===== src/rtl/wash_panel_ctrl.sv =====
// Coin-operated wash panel: synchronizes and debounces the panel inputs, then
// sequences one wash through IDLE -> COIN -> RUN -> DONE (or FAULT on timeout).
module wash_panel_ctrl #(
  parameter int unsigned DEBOUNCE_CYCLES = 4,
  parameter int unsigned DONE_HOLD       = 16,
  parameter logic [31:0] RUN_TIMEOUT     = 32'd1000
) (
  input  logic clk,
  input  logic rst,
  input  logic coin_btn,
  input  logic dbl_sw,
  input  logic pause_btn,
  input  logic wash_done,
  output logic coin_in,
  output logic double_wash,
  output logic timer_pause,
  output logic busy,
  output logic done_led,
  output logic fault
);
  localparam int NIN      = 3;
  localparam int NBTN     = 2;
  localparam int IN_COIN  = 0;
  localparam int IN_PAUSE = 1;
  localparam int IN_DBL   = 2;

  typedef enum logic [2:0] {S_IDLE, S_COIN, S_RUN, S_DONE, S_FAULT} state_t;

  logic [NIN-1:0]  raw_in;
  logic [NBTN-1:0] ev_w;
  logic [1:0]      valid_q, valid_d;
  logic            dbl_deb;
  logic            coin_ev, pause_ev;

  assign raw_in   = {dbl_sw, pause_btn, coin_btn};
  assign valid_d  = {valid_q[0], 1'b1};
  assign coin_ev  = ev_w[IN_COIN];
  assign pause_ev = ev_w[IN_PAUSE];

  // valid_q[1] marks that the synchronizers now hold samples taken after reset
  always_ff @(posedge clk or posedge rst) begin
    if (rst) valid_q <= '0;
    else     valid_q <= valid_d;
  end

  genvar gi;
  generate
    for (gi = 0; gi < NIN; gi++) begin : g_in
      logic       meta_q, sync_q, deb_q, deb_d;
      logic [7:0] cnt_q, cnt_d;

      always_comb begin
        deb_d = deb_q;
        cnt_d = '0;
        if (sync_q != deb_q) begin
          if (cnt_q == 8'(DEBOUNCE_CYCLES - 1)) deb_d = sync_q;
          else                                  cnt_d = cnt_q + 8'd1;
        end
      end

      always_ff @(posedge clk or posedge rst) begin
        if (rst) begin
          meta_q <= 1'b0;
          sync_q <= 1'b0;
          deb_q  <= 1'b0;
          cnt_q  <= '0;
        end else begin
          meta_q <= raw_in[gi];
          sync_q <= meta_q;
          deb_q  <= deb_d;
          cnt_q  <= cnt_d;
        end
      end

      if (gi < NBTN) begin : g_btn
        // A button only arms once it has been seen released after reset,
        // so a press held through reset never produces an event.
        logic prev_q, armed_q, armed_d;
        assign armed_d = armed_q | (valid_q[1] & ~sync_q);
        always_ff @(posedge clk or posedge rst) begin
          if (rst) begin
            prev_q  <= 1'b0;
            armed_q <= 1'b0;
          end else begin
            prev_q  <= deb_q;
            armed_q <= armed_d;
          end
        end
        assign ev_w[gi] = deb_q & ~prev_q & armed_q;
      end

      if (gi == IN_DBL) begin : g_lvl
        assign dbl_deb = deb_q;
      end
    end
  endgenerate

  state_t      state_q, state_d;
  logic [31:0] run_cnt_q, run_cnt_d, run_cnt_inc;
  logic [15:0] hold_cnt_q, hold_cnt_d;
  logic        wd_prev_q, wd_prev_d, wd_edge;
  logic        coin_in_q, coin_in_d, dw_q, dw_d, tp_q, tp_d;
  logic        busy_q, busy_d, done_q, done_d, fault_q, fault_d;

  always_ff @(posedge clk or posedge rst) begin
    if (rst) begin
      state_q    <= S_IDLE;
      run_cnt_q  <= '0;
      hold_cnt_q <= '0;
      wd_prev_q  <= 1'b0;
      coin_in_q  <= 1'b0;
      dw_q       <= 1'b0;
      tp_q       <= 1'b0;
      busy_q     <= 1'b0;
      done_q     <= 1'b0;
      fault_q    <= 1'b0;
    end else begin
      state_q    <= state_d;
      run_cnt_q  <= run_cnt_d;
      hold_cnt_q <= hold_cnt_d;
      wd_prev_q  <= wd_prev_d;
      coin_in_q  <= coin_in_d;
      dw_q       <= dw_d;
      tp_q       <= tp_d;
      busy_q     <= busy_d;
      done_q     <= done_d;
      fault_q    <= fault_d;
    end
  end

  always_comb begin
    state_d     = state_q;
    run_cnt_d   = run_cnt_q;
    hold_cnt_d  = hold_cnt_q;
    tp_d        = tp_q;
    dw_d        = dw_q;
    // Outside RUN the previous sample reads as high, so a level already
    // present on RUN entry is never mistaken for a completion edge.
    wd_prev_d   = (state_q == S_RUN) ? wash_done : 1'b1;
    wd_edge     = (state_q == S_RUN) & wash_done & ~wd_prev_q;
    run_cnt_inc = run_cnt_q + {31'd0, ~tp_q};
    case (state_q)
      S_IDLE: begin
        dw_d = 1'b0;
        if (coin_ev) begin
          state_d = S_COIN;
          dw_d    = dbl_deb;
        end
      end
      S_COIN: begin
        state_d   = S_RUN;
        run_cnt_d = '0;
        tp_d      = 1'b0;
      end
      S_RUN: begin
        run_cnt_d = run_cnt_inc;
        if (wd_edge) begin
          state_d    = S_DONE;
          tp_d       = 1'b0;
          hold_cnt_d = '0;
        end else if (run_cnt_inc == RUN_TIMEOUT) begin
          state_d = S_FAULT;
          tp_d    = 1'b0;
        end else if (pause_ev) begin
          tp_d = ~tp_q;
        end
      end
      S_DONE: begin
        if (hold_cnt_q == 16'(DONE_HOLD - 1)) begin
          state_d = S_IDLE;
          dw_d    = 1'b0;
        end else begin
          hold_cnt_d = hold_cnt_q + 16'd1;
        end
      end
      S_FAULT: state_d = S_FAULT;
      default: state_d = S_IDLE;
    endcase
  end

  always_comb begin
    coin_in_d = (state_d == S_COIN);
    busy_d    = (state_d == S_COIN) || (state_d == S_RUN);
    done_d    = (state_d == S_DONE);
    fault_d   = (state_d == S_FAULT);
  end

  assign coin_in     = coin_in_q;
  assign double_wash = dw_q;
  assign timer_pause = tp_q;
  assign busy        = busy_q;
  assign done_led    = done_q;
  assign fault       = fault_q;

endmodule

===== config.mk =====
export PLATFORM = sky130hd
export DESIGN_NAME = wash_panel_ctrl
export DESIGN_NICKNAME = d
export VERILOG_FILES = /design/src/rtl/wash_panel_ctrl.sv
export SDC_FILE = /design/constraint.sdc
export NUM_CORES = 1
export LEC_CHECK = 0
export ABC_AREA = 1
export CAP_MARGIN = 20
export CORE_MARGIN = 2
export CORE_UTILIZATION = 58
export CTS_CLUSTER_SIZE = 10
export DETAILED_ROUTE_END_ITERATION = 6
export PLACE_DENSITY = 0.75
export SYNTH_ARGS = -nofsm -noshare
export SYNTH_HDL_FRONTEND = slang
export SYNTH_SLANG_ARGS = --single-unit

===== constraint.sdc =====
create_clock -name clk -period 3.75 [get_ports clk]
set_input_delay 0.5625 -clock clk [delete_from_list [all_inputs] [get_ports clk]]
set_output_delay 0.5625 -clock clk [all_outputs]
set_load 0.02 [all_outputs]

==> results.yml <==
status:
  status: "completed"
cts:
  cts.hold.buffers_added: 0
  clk_pin_slew_ns: 0.10
  cts.sinks: 97
  cts_made_buffers: 9
  cts_tree: "done"
  clkLatencyLatePin_ns: 0.37
  cts_root_buf: "clkbuf_8"
  cts-resized-gates: 0
  htreeDepth: 3
  postCtsSetupRepairBufs: 0
  clock_path_buffers: 2
finish:
  seq_area_um2: 2427
  drive_gt1_share_pct: 7.105
  final_util_pct: 65.73
  nets: 753
  fillers: 746
  syn_to_final_growth_pct: 8.847
  multi_input_area_um2: 2435
  diodes: 0
  instances_no_fill: 854
worst_hold_path:
  hp-class: "reg -> reg"
  min_to: "valid_q[1]"
  min_from: "valid_q[0]"
  hold_path_depth: 0
die:
  die_w_um: 99.75
  coreArea_um2: 8806
  fp.dieH_um: 99.75
  io_pins: 12
  die-area_um2: 9950
  initial_core_util_pct: 60.39
  num_rows: 34
worst_setup_path:
  worstReg2RegStart: "timer_pause"
  crit_path_start_kind: "flip-flop"
  cp-end-kind: "flip-flop"
  r2r_slack_ns: 1.32
  worstSetupPathType: "reg -> reg"
  arrival_ns: 2.68
  ff2ff_path_depth: 16
  required_ns: 4.00
  path_max_fanout: 5
  r2r_end: "busy"
drt:
  drt_pass1_iterations: 5
  drc_errors: 0
  ant_nets: 0
  drt-wirelength-per-cell_um: 13.75
  drt_iter0_markers: 225
  drt-vias-per-instance: 5.501
  route.vias.total: 4698
  routed_wl_um: 11740
power_and_ir_drop:
  power_density_nw_per_um2: 546.5
  ir_worst_vdd_v: 0.0003934
  p_leak_uw: 0.002599
placement:
  portBuffers: 11
  place_congestion: 0.8997
  dp_hpwl_um: 8730
  dp_cells: 838
sta:
  slew_violations: 0
  hold-worst-slack_ns: 0.3551
  hold_viol_final: 0
  slew_headroom_pct: 46.85
  fin_worst_skew_ns: 0.02194
  max_clock_freq_ghz: 0.4120
  max_slew.worst_pin.slew_ns: 0.7973
  setup-tns-final_ns: 0
  rsz0062_at_grt: "no"
  min_period_over_period_pct: 64.72
  setup_viol: 0
  period_needed_ns: 2.427
global_route:
  overflow: 0
  grt_pass1_wl_um: 20640
  first_global_vias: 4689
  grt_start_max_net_pins: 68
  antenna_found_initial: 0
  groute.usage.overall_pct: 25.67
yosys:
  synth_area_leaders: "dfrtp_1, nand2_1, inv_1"
  synth_cell_types: 34
  synth.avg_cell_area_um2: 7.345
  yosys_warnings: 0
  synth.top_cell.area_share_pct: 45.65
  synth_seq_cells: 97
  synth_area_um2: 5318
  synth_fp_nets: 736
  synth.largest_area_cell: "dfrtp_1"
  ys_seq_area_share_pct: 45.65
  synthCells: 724
run:
  max_cap_violations: 0
==> worst max-delay path by stage <==
stage	startpoint	end	cells past startpoint
3_5_place_dp	timer_pause	busy	16
3_3_place_gp	timer_pause	busy	16
6_report	timer_pause	busy	16
4_1_cts	timer_pause	busy	16
2_1_floorplan	rst	busy	1
5_1_grt	timer_pause	busy	18
==> critical path, cell delays in order, from the launching register on <==
cell and delay [ns]:
dfrtp_1 0.41, inv_1 0.07, ha_1 0.18, ha_1 0.21, nand2_2 0.10, nor2_4 0.19
nand2_4 0.10, o21ai_0 0.17, nand2_1 0.12, nor2_1 0.11, nand2_1 0.06, nor3_1 0.22
nand3_1 0.14, nand2_1 0.09, nand2_2 0.05, nand2_1 0.05, nand2_1 0.05
==> cell type report <==
cell class              count  area share (%)
multi-input cells         506           42.07
flip-flops and latches     97           41.94
inverters                 113           7.371
clock buffers              10           2.378
well taps                 108           2.335
repair buffers             14           2.291
clock inverters             6           1.621
==> cell usage in the layout (no fill, tap or decap), types with 11 or more instances in the layout <==
cell	instances
dfrtp_1	97
a21oi_1	24
inv_1	107
o21ai_0	39
clkdlybuf4s50_1	11
nand2_1	181
nand4_1	11
nand3_1	49
o22ai_1	17
nor2_1	103
nor3_1	18
==> cells in the mapped netlist (all sizes together) <==
cell / instances
o32ai: 1
a31oi: 2
dfrtp: 97
nand3b: 1
and2: 2
xor2: 10
o22ai: 17
o21ai: 40
clkinv: 1
clkbuf: 6
nand4: 11
or2: 2
nor3: 18
nor2: 117
o311a: 1
xnor2: 4
inv: 112
buf: 2
conb: 1
nand2: 192
ha: 6
nand3: 51
nor4: 6
a21oi: 24
==> cells by family (layout without fill, tap and decap cells) <==
| family | after synthesis | count (layout) | synth area share, % |
|---|---|---|---|
| adders and majority gates | 6 | 6 | 1.412 |
| DFF | 97 | 97 | 45.65 |
| AOI/OAI and AO/OA | 85 | 85 | 8.612 |
| buffers and inverters | 121 | 143 | 8.564 |
| and+or+nand+nor | 400 | 400 | 33.39 |
| other | 1 | 1 | 0.07052 |
| xor gates and xnor gates | 14 | 14 | 2.306 |
==> report_power, final <==
| group | internal [uW] | switching (uW) |
|---|---|---|
| Sequential | 1240 | 163 |
| Combinational | 310 | 670 |
| Clock | 401 | 382 |
| Total | 1950 | 1210 |
==> routing by layer <==
layer	track usage (%)	share of wire [%]	vias to the layer above
met4	11.38	3.2	0
met1	32.28	43	2181
li1	-	-	2343
met3	4.146	5.1	34
met5	0	0	-
met2	43.81	48	140
==> stage by stage <==
step | setup slack [ns] | total power, uW | instance area (um^2)
CTS | 1.333 | 3186 | 5788
finish | 1.323 | 3163 | 5788
global route | 1.127 | 3381 | 5788
detailed placement | 1.342 | 2390 | 5557
global placement | 1.408 | 2358 | 5557
floorplan | 0.6538 | 2116 | 5318
==> sequential cells by signal, summed over array words and instances (netlist names), 3 cells and up <==
signal,cells
g_in.cnt_q,24
state_q,3
hold_cnt_q,16
g_in.sync_q,3
g_in.meta_q,3
run_cnt_q,32
(Power assumes the default switching activity.)
